[config.mk]
export PLATFORM = sky130hd
export DESIGN_NAME = traffic_light_ctrl_flat
export DESIGN_NICKNAME = d
export VERILOG_FILES = /design/src/rtl/traffic_light_ctrl_pkg.sv /design/src/rtl/traffic_light_ctrl_if.sv /design/src/rtl/traffic_light_ctrl_edge_tick.sv /design/src/rtl/traffic_light_ctrl.sv /design/src/flat_wrapper.sv
export SDC_FILE = /design/constraint.sdc
export NUM_CORES = 1
export LEC_CHECK = 0
export ABC_AREA = 1
export CORE_MARGIN = 3
export CORE_UTILIZATION = 45
export DETAILED_ROUTE_END_ITERATION = 12
export GPL_TIMING_DRIVEN = 0
export PLACE_DENSITY = 0.79
export SETUP_SLACK_MARGIN = 0.5
export SLEW_MARGIN = 20
export SYNTH_ARGS = -nofsm -noshare
export SYNTH_HDL_FRONTEND = slang
export SYNTH_SLANG_ARGS = --single-unit
[constraint.sdc]
create_clock -name clk -period 2.8 [get_ports clk]
set_clock_uncertainty 0.05 [all_clocks]
set_input_delay 0.56 -clock clk [delete_from_list [all_inputs] [get_ports clk]]
set_output_delay 0.56 -clock clk [all_outputs]
set_load 0.005 [all_outputs]
[src/rtl/traffic_light_ctrl_pkg.sv]
// Shared state encoding, lamp patterns and lamp decode for the traffic light controller.
package traffic_pkg;

  typedef enum logic [2:0] {
    MAIN_GREEN  = 3'd0,
    MAIN_YELLOW = 3'd1,
    ALL_RED_A   = 3'd2,
    PED_WALK    = 3'd3,
    SIDE_GREEN  = 3'd4,
    SIDE_YELLOW = 3'd5,
    ALL_RED_B   = 3'd6
  } state_e;

  localparam logic [2:0] LAMP_R = 3'b100;
  localparam logic [2:0] LAMP_Y = 3'b010;
  localparam logic [2:0] LAMP_G = 3'b001;

  // Main-road lamp pattern for a given state; anything not main-green/yellow is red.
  function automatic logic [2:0] main_lamp(state_e s);
    unique case (s)
      MAIN_GREEN:  return LAMP_G;
      MAIN_YELLOW: return LAMP_Y;
      default:     return LAMP_R;
    endcase
  endfunction

  // Side-road lamp pattern for a given state.
  function automatic logic [2:0] side_lamp(state_e s);
    unique case (s)
      SIDE_GREEN:  return LAMP_G;
      SIDE_YELLOW: return LAMP_Y;
      default:     return LAMP_R;
    endcase
  endfunction

endpackage

[src/rtl/traffic_light_ctrl_if.sv]
// Bundles the controller's control inputs and lamp/debug outputs.
interface traffic_light_ctrl_if #(
  parameter int unsigned CNT_W = 8
);
  logic             clk_div;
  logic             en;
  logic             ped_req;
  logic [2:0]       main_lights;
  logic [2:0]       side_lights;
  logic             walk;
  logic [CNT_W-1:0] remaining;
  logic [2:0]       state_o;

  modport master (
    output clk_div, en, ped_req,
    input  main_lights, side_lights, walk, remaining, state_o
  );

  modport slave (
    input  clk_div, en, ped_req,
    output main_lights, side_lights, walk, remaining, state_o
  );
endinterface

[src/rtl/traffic_light_ctrl_edge_tick.sv]
// Turns rising edges of the slow clk_div wave into one-cycle ticks in the clk domain.
module edge_tick (
  input  logic clk,
  input  logic rst,
  input  logic clk_div,
  input  logic en,
  output logic tick
);

  logic clk_div_q;

  // Delayed copy of clk_div; keeps tracking even while en is low, so edges seen then are lost.
  always_ff @(posedge clk) begin
    if (!rst) clk_div_q <= 1'b0;
    else      clk_div_q <= clk_div;
  end

  assign tick = en & clk_div & ~clk_div_q;

endmodule

[src/rtl/traffic_light_ctrl.sv]
// Two-road traffic light FSM with pedestrian walk insertion, advanced by clk_div ticks.
module traffic_light_ctrl
  import traffic_pkg::*;
#(
  parameter int unsigned T_MG     = 10,
  parameter int unsigned T_MG_MIN = 4,
  parameter int unsigned T_MY     = 3,
  parameter int unsigned T_AR     = 1,
  parameter int unsigned T_SG     = 6,
  parameter int unsigned T_SY     = 3,
  parameter int unsigned T_WALK   = 5,
  parameter int unsigned CNT_W    = 8
) (
  input logic                clk,
  input logic                rst,
  traffic_light_ctrl_if.slave bus
);

  // Main green may be cut short once the countdown is at or below this value.
  localparam logic [CNT_W-1:0] PED_CUT = CNT_W'(T_MG - T_MG_MIN);

  state_e           state_q, state_d;
  logic [CNT_W-1:0] cnt_q, cnt_d;
  logic             ped_pending_q, ped_pending_d;
  logic [2:0]       main_q, main_d;
  logic [2:0]       side_q, side_d;
  logic             walk_q, walk_d;
  logic             tick;
  logic             leave;
  state_e           next_state;

  edge_tick u_edge_tick (
    .clk     (clk),
    .rst     (rst),
    .clk_div (bus.clk_div),
    .en      (bus.en),
    .tick    (tick)
  );

  // Countdown load value on entry to a state.
  function automatic logic [CNT_W-1:0] load_of(state_e s);
    unique case (s)
      MAIN_GREEN:  return CNT_W'(T_MG - 1);
      MAIN_YELLOW: return CNT_W'(T_MY - 1);
      ALL_RED_A:   return CNT_W'(T_AR - 1);
      PED_WALK:    return CNT_W'(T_WALK - 1);
      SIDE_GREEN:  return CNT_W'(T_SG - 1);
      SIDE_YELLOW: return CNT_W'(T_SY - 1);
      default:     return CNT_W'(T_AR - 1);
    endcase
  endfunction

  // Exit condition and successor of the current state.
  always_comb begin
    leave      = (cnt_q == '0);
    next_state = ALL_RED_B;
    unique case (state_q)
      MAIN_GREEN: begin
        leave      = (cnt_q == '0) || (ped_pending_q && (cnt_q <= PED_CUT));
        next_state = MAIN_YELLOW;
      end
      MAIN_YELLOW: next_state = ALL_RED_A;
      ALL_RED_A:   next_state = ped_pending_q ? PED_WALK : SIDE_GREEN;
      PED_WALK:    next_state = SIDE_GREEN;
      SIDE_GREEN:  next_state = SIDE_YELLOW;
      SIDE_YELLOW: next_state = ALL_RED_B;
      ALL_RED_B:   next_state = MAIN_GREEN;
      default: begin
        leave      = 1'b1;
        next_state = ALL_RED_B;
      end
    endcase
  end

  // Next state, countdown, pedestrian latch and lamp decode of the upcoming state.
  always_comb begin
    state_d = state_q;
    cnt_d   = cnt_q;
    if (tick) begin
      if (leave) begin
        state_d = next_state;
        cnt_d   = load_of(next_state);
      end else begin
        cnt_d = cnt_q - 1'b1;
      end
    end
    // Entering PED_WALK services the request; that clear beats a same-cycle press.
    if (state_d == PED_WALK && state_q != PED_WALK) ped_pending_d = 1'b0;
    else                                            ped_pending_d = ped_pending_q | bus.ped_req;
    main_d = main_lamp(state_d);
    side_d = side_lamp(state_d);
    walk_d = (state_d == PED_WALK);
  end

  // State, countdown, latch and registered lamp outputs.
  always_ff @(posedge clk) begin
    if (!rst) begin
      state_q       <= ALL_RED_B;
      cnt_q         <= CNT_W'(T_AR - 1);
      ped_pending_q <= 1'b0;
      main_q        <= LAMP_R;
      side_q        <= LAMP_R;
      walk_q        <= 1'b0;
    end else begin
      state_q       <= state_d;
      cnt_q         <= cnt_d;
      ped_pending_q <= ped_pending_d;
      main_q        <= main_d;
      side_q        <= side_d;
      walk_q        <= walk_d;
    end
  end

  assign bus.main_lights = main_q;
  assign bus.side_lights = side_q;
  assign bus.walk        = walk_q;
  assign bus.remaining   = cnt_q;
  assign bus.state_o     = state_q;

endmodule

[src/flat_wrapper.sv]
// flat-port wrapper written by rule: the top's interface ports become plain ports
module traffic_light_ctrl_flat import traffic_pkg::*;
#(
  parameter int unsigned T_MG     = 10,
  parameter int unsigned T_MG_MIN = 4,
  parameter int unsigned T_MY     = 3,
  parameter int unsigned T_AR     = 1,
  parameter int unsigned T_SG     = 6,
  parameter int unsigned T_SY     = 3,
  parameter int unsigned T_WALK   = 5,
  parameter int unsigned CNT_W    = 8
)
  (clk, rst, bus_clk_div, bus_en, bus_ped_req, bus_main_lights, bus_side_lights, bus_walk, bus_remaining, bus_state_o);
  traffic_light_ctrl_if #(.CNT_W(CNT_W)) bus_i ();
  input logic clk;
  input logic rst;
  input wire logic [$bits(bus_i.clk_div)-1:0] bus_clk_div;
  input wire logic [$bits(bus_i.en)-1:0] bus_en;
  input wire logic [$bits(bus_i.ped_req)-1:0] bus_ped_req;
  output wire logic [$bits(bus_i.main_lights)-1:0] bus_main_lights;
  output wire logic [$bits(bus_i.side_lights)-1:0] bus_side_lights;
  output wire logic [$bits(bus_i.walk)-1:0] bus_walk;
  output wire logic [$bits(bus_i.remaining)-1:0] bus_remaining;
  output wire logic [$bits(bus_i.state_o)-1:0] bus_state_o;
  assign bus_i.clk_div = bus_clk_div;
  assign bus_i.en = bus_en;
  assign bus_i.ped_req = bus_ped_req;
  assign bus_main_lights = bus_i.main_lights;
  assign bus_side_lights = bus_i.side_lights;
  assign bus_walk = bus_i.walk;
  assign bus_remaining = bus_i.remaining;
  assign bus_state_o = bus_i.state_o;
  traffic_light_ctrl #(.T_MG(T_MG), .T_MG_MIN(T_MG_MIN), .T_MY(T_MY), .T_AR(T_AR), .T_SG(T_SG), .T_SY(T_SY), .T_WALK(T_WALK), .CNT_W(CNT_W)) u_core (.clk(clk), .rst(rst), .bus(bus_i));
endmodule
==> results of run 1 <==
[power by group through the flow]
stage | clock (W) | combinational, W | sequential, W
after floorplan | 0 | 0.000159 | 0.000338
after global placement | 0 | 0.000235 | 0.000339
after detailed placement | 0 | 0.000242 | 0.000341
after CTS | 0.000140 | 0.000242 | 0.000334
after global routing | 0.000144 | 0.000272 | 0.000338
final | 0.000132 | 0.000239 | 0.000335
[registers in the layout (all words and copies together) (netlist names)]
register,cells
u_core.bus.main_lights,3
u_core.bus.remaining,8
u_core.bus.side_lights,3
u_core.bus.state_o,3
u_core.bus.walk,1
u_core.ped_pending_q,1
u_core.u_edge_tick.clk_div_q,1
[final cells by class]
| type | instances | area (um^2) | share of cell area [%] |
|---|---|---|---|
| multi-input cells | 95 | 523 | 41.0 |
| flip-flops and latches | 20 | 400 | 31.4 |
| inverters | 15 | 56.3 | 4.42 |
| repair buffers | 22 | 220 | 17.3 |
| plain buffers | 2 | 18.8 | 1.47 |
| clock buffers | 3 | 22.5 | 1.77 |
| well taps | 27 | 33.8 | 2.65 |
[worst min-delay path: stages (launching register included)]
cell and delay (ns):
dfxtp_1 0.38, xor2_1 0.08, nor2_1 0.08
[routing by layer]
layer	vias up	track usage [%]	wire length (um)
li1	470	-	-
met3	3	1.97	86
met1	420	21.6	920
met4	0	10.2	29
met5	-	0	0
met2	21	28.3	1010
[Yosys cell counts (2+ instances only)]
cell,number
nand2_1,22
dfxtp_1,20
nor2_1,20
inv_1,12
nand3_1,9
o21ai_0,9
nand2_2,6
nor2_2,6
ha_1,3
inv_2,3
nand2_4,3
nand3_2,2
nor3_1,2
o211ai_1,2
xnor2_1,2
xor2_1,2
[final timing paths]
path,to,slack [ns],cells past startpoint
worst max-delay path,bus_remaining[2],0.85,1
worst min-delay path,u_core.bus.remaining[7]$_SDFFE_PN0P_,0.52,2
worst max register to register,u_core.ped_pending_q$_SDFF_PP0_,1.05,12
worst min register to register,u_core.bus.remaining[7]$_SDFFE_PN0P_,0.52,2
[logic make-up (layout without fill, tap and decap cells)]
family,after synthesis,after routing,share of synthesized area [%]
compound gates,13,13,7.27
xor+xnor,4,4,3.51
fa+ha+maj,3,3,3.76
buf+inv,17,42,7.52
flops,20,20,40.1
simple gates,75,75,37.8
[per-stage QoR]
stage	utilization (%)	hold WS, ns	std cells	cell area [um^2]	power [W]
finish	63.1	0.517	184	1270	0.000706
global route	63.1	0.574	184	1270	0.000754
detailed placement	61.9	0.507	181	1250	0.000582
CTS	63.1	0.531	184	1270	0.000717
global placement	61.9	0.476	181	1250	0.000575
floorplan	-	0.474	132	998	0.000497
==> metrics.txt, run 1 <==
Sequential Power Share a little under half; Min Clock Period, post-route 1.95 ns; post-CTS resize count 0; commonest cells after routing, fill and taps aside nand2_1, clkdlybuf4s50_1, nor2_1, dfxtp_1, inv_1; Synth Register Bits 20; DRC Markers 0; WL/cell between 10 and 15 um; Vias/cell between 4 and 5; async set-reset flop share out of synthesis 0%; final hold vios 0; IO Count 23; DRT iter0 DRCs 28; setup-violating endpoint count in the final report 0; CP Class flip-flop to output pin; Port Buffer Count 22; Core ar. between 2000 and 2500 um^2; sequential cell area fraction in the yosys report between 40% and 50%; TritonCTS clock tree done; Hold Startpoint u_core.bus.remaining[7]$_SDFFE_PN0P_; Clk pwr share about a fifth; sw power between 0.0002 and 0.00025 W; Yosys cell types 25; clock sink count 20; Final Cycle Share a little over two thirds; sw frac about a third; placed wire-length estimate 1590 um; PnR worst setup slack ~0.85 ns; clock-pin slew on the worst setup and hold paths 0.10 ns; Logic pwr share ~34%; Crit path buffers/inverters 1; filler instances between 150 and 200; CP Capture Type output pin; Area growth, synth to finish 27.7%; Root Buffer clkbuf_4; share of layout cells above drive strength 1 16.6%; Detail Route Antenna Nets 0; Largest stage delay, worst path 0.56 ns; RSZ-0062 raised after global routing no; Cell Pwr Density between 500 and 600 nW/um^2; global-route wire length before repair about 3600 um; H-tree Lvls 1; Max VDD drop 266 uV; Die Ht approximately 53 um; Clock Latency Late Sink roughly 0.30 ns; Starting Density slightly below 50%; R2R Path Start u_core.bus.remaining[0]$_SDFFE_PN0P_; outcome finished, final reports clean; Int Pwr between 0.0004 and 0.0005 W; NumNets Final 167; synthesized area 998 um^2; GP Congestion about 0.85; hold buffers post-CTS 0; leading area contributor after synthesis dfxtp_1; std cell rows 16; antenna violations before repair 0; Slew @ Worst Pin ~0.43 ns; number of synthesized flops with an enable pin 0; delay-heaviest family, CP buffers and inverters; Congestion Overflow GR 0; vias in the first global route approximately 860; Synth top area share between 40% and 50%; fmax slightly above 0.5 GHz; overall routing resource usage between 10% and 20%; slew margin rel. ~71%; Antenna diodes 0; Synth area leaders dfxtp_1, nand2_1, nor2_1; CTS Buffer Depth 2; Static Leak ~0.58 nW; largest net degree at the start of global routing 11; Post-Route WL slightly above 2000 um; setup TNS 0 ns; CP Max Fanout 7; total die area between 2000 and 3000 um^2; total CTS buffers 3; Die W around 53 um; Syn Inst Count about 130; Avg Cell Area, Syn around 7.6 um^2; pre-CTS setup slack roughly 0.57 ns; Max Slew Vio Count 0; max cap viols 0; worst setup path start u_core.bus.remaining[2]$_SDFFE_PN0P_; drt pass-1 iters 4; WP data required 2.19 ns; Hold Path Class flip-flop to flip-flop; Startpoint Class flip-flop; cells along the critical path clkdlybuf4s50_1; Synth Net Count 140; ys flop type dfxtp_1; WP data arrival roughly 1.3 ns; Slowest-stage cell, CP clkdlybuf4s50_1; postcts setup bufs 0; Syn. warnings 0; Via Count 914
Note: power is estimated with default switching activity, not from simulation.
==> inputs of run 2 (changes only) <==
--- a/config.mk
+++ b/config.mk
@@ -7,7 +7,7 @@
 export LEC_CHECK = 0
 export ABC_AREA = 1
 export CORE_MARGIN = 3
-export CORE_UTILIZATION = 45
+export CORE_UTILIZATION = 43
 export DETAILED_ROUTE_END_ITERATION = 12
 export GPL_TIMING_DRIVEN = 0
 export PLACE_DENSITY = 0.79
==> constraint.sdc (replaced) <==
create_clock -name clk -period 1.7 [get_ports clk]
set_clock_uncertainty 0.05 [all_clocks]
set_input_delay 0.34 -clock clk [delete_from_list [all_inputs] [get_ports clk]]
set_output_delay 0.34 -clock clk [all_outputs]
set_load 0.005 [all_outputs]
==> metrics.txt, run 2 (synthesis gave the netlist of run 1 again) <==
WL/cell 18.3 um (+64%); global-route wire length before repair 5400 um (+50%); Port Buffer Count 22 (unchanged); filler instances 119 (-37%); CP Max Fanout 8 (+1); PnR worst setup slack -0.0167 ns (-0.870 ns); fmax between 0.5 and 0.6 GHz; Startpoint Class flip-flop; Min Clock Period, post-route ~1.7 ns; Clock Latency Late Sink 0.32 ns (+0.02 ns); Die W 54.2 um (+2.0%); Placed Area 1300 um^2 (+3.6%); Final Cycle Share 101%; Core ar. 2080 um^2 (+3.0%); Vias/cell 5.42 (+9.2%); Antenna diodes 0 (unchanged); CP Capture Type flip-flop; Hold Path Class flip-flop to flip-flop; Starting Density 48.0% (-1.4 points); Area growth, synth to finish 74.7%; H-tree Lvls 1 (unchanged); largest net degree at the start of global routing 12 (+1); std cell rows 16 (unchanged); Hold Path Depth 2 (unchanged); RSZ-0062 raised after global routing yes; Detail Route Antenna Nets 0 (unchanged); total CTS buffers 3 (unchanged); cells on worst reg2reg path 10 (-2); Static Leak 0.805 nW (+40%); WP data required 1.88 ns (-0.31 ns); placed wire-length estimate 1660 um (+4.4%); WP data arrival 1.89 ns (+0.55 ns); hold buffers post-CTS 0 (unchanged); number of flip-flops in the largest register 8 (unchanged); Cell Pwr Density 910 nW/um^2 (+64%); total die area 2940 um^2 (+4.1%); DRT iter0 DRCs 31 (+11%); slew margin rel. 79.0% (+7.6 points); clock sink count 20 (unchanged); drt pass-1 iters 4 (unchanged); vias in the first global route 1108 (+28%); Via Count 1182 (+29%); setup-violating endpoint count in the final report 1 (+1); failing checks setup timing; clock-pin slew on the worst setup and hold paths 0.13 ns (+0.03 ns); outcome finished with violations; multi-input logic area 688 um^2 (+32%); Max Slew Vio Count 0 (unchanged); commonest non-fill, non-tap cell in the layout buf_4; antenna violations before repair 0 (unchanged); GP Congestion 0.839 (-0.94%); DRC Markers 0 (unchanged); Die Ht 54.2 um (+2.0%); Final Util 83.8% (+21 points); share of layout cells above drive strength 1 61.8% (+45 points); Sequential Area 437 um^2 (+9.1%); final hold vios 0 (unchanged); Post-Route WL 3980 um (+94%); TritonCTS clock tree done; Slew @ Worst Pin 0.312 ns (-0.114 ns); commonest cells after routing, fill and taps aside buf_4, buf_6, nand2_1; Max VDD drop 793 uV (+200%); CP Class flip-flop to flip-flop; IO Count 23 (unchanged); Congestion Overflow GR 0 (unchanged); Root Buffer clkbuf_4; max cap viols 0 (unchanged); CTS Buffer Depth 2 (unchanged); overall routing resource usage 26.3% (+9.1 points); NumNets Final 200 (+20%); final instance area 1740 um^2 (+37%); Total Power 0.00159 W (+120%)
## run 2: cell count changes in the layout (fill, tap and decap cells not counted), moves of 5 or more
cell / previous run / this run
buf_2: 0 / 11
buf_4: 0 / 21
buf_6: 1 / 19
clkdlybuf4s50_1: 22 / 4
dfxtp_1: 20 / 7
dfxtp_2: 0 / 5
dfxtp_4: 0 / 8
nand2_1: 22 / 16
nor2_1: 20 / 13
nor2_2: 6 / 13
## run 2: metal layers
metal | GRT usage [%] | share of wire, % | vias up
met5 | 0 | 0 | -
met4 | 14.1 | 2.5 | 0
met3 | 4.71 | 5.5 | 12
met2 | 44.2 | 51 | 60
met1 | 31.5 | 41 | 568
li1 | - | - | 542
## run 2: where the power goes
group          total (W)  switching (W)  internal, W
clock network   0.000305       0.000174     0.000131
registers       0.000551      0.0000398     0.000511
logic           0.000732       0.000407     0.000325
## run 2: area by class of cell
cell class / instances / share of cell area [%]
Buffer: 2 / 1.43
Clock buffer: 4 / 2.08
Inverter: 15 / 3.66
Multi-Input combinational cell: 95 / 39.5
Sequential cell: 20 / 25.0
Tap cell: 27 / 1.94
Timing Repair Buffer: 55 / 26.4
## run 2: final timing paths
| kind | from | end | slack (ns) |
|---|---|---|---|
| worst max-delay path | u_core.bus.remaining[0]$_SDFFE_PN0P_ | u_core.bus.side_lights[2]$_SDFF_PN1_ | -0.02 |
| worst max register to register | u_core.bus.remaining[0]$_SDFFE_PN0P_ | u_core.bus.side_lights[2]$_SDFF_PN1_ | -0.02 |
| worst min register to register | u_core.bus.remaining[7]$_SDFFE_PN0P_ | u_core.bus.remaining[7]$_SDFFE_PN0P_ | 0.50 |
| worst min-delay path | u_core.bus.remaining[7]$_SDFFE_PN0P_ | u_core.bus.remaining[7]$_SDFFE_PN0P_ | 0.50 |
## run 2: per-stage QoR
step           setup slack [ns]  std cells  hold WS (ns)  TNS, ns
3_5_place_dp             -0.299        181         0.507    -3.14
5_1_grt                 -0.0569        218         0.520   -0.361
2_1_floorplan             0.200        132         0.383        0
4_1_cts                   0.126        212         0.497        0
6_report                -0.0167        218         0.499  -0.0167
3_3_place_gp             -0.289        181         0.477    -2.55
## run 2: timing repair
action	in CTS	in global routing
pin swaps	14	9
setup buffers	27	6
gates resized for setup	117	25
endpoints found under the setup margin	37	30
gates cloned	0	0
hold endpoints to repair	0	0
## run 2: worst max-delay path, stage by stage, from the launching register on
cell	delay (ns)
dfxtp_4	0.38
inv_6	0.08
ha_4	0.13
nor2_2	0.03
nor2_2	0.13
nand2_2	0.10
nand2_4	0.17
nand2_8	0.12
nand2_8	0.10
nand3_4	0.09
or2_1	0.22
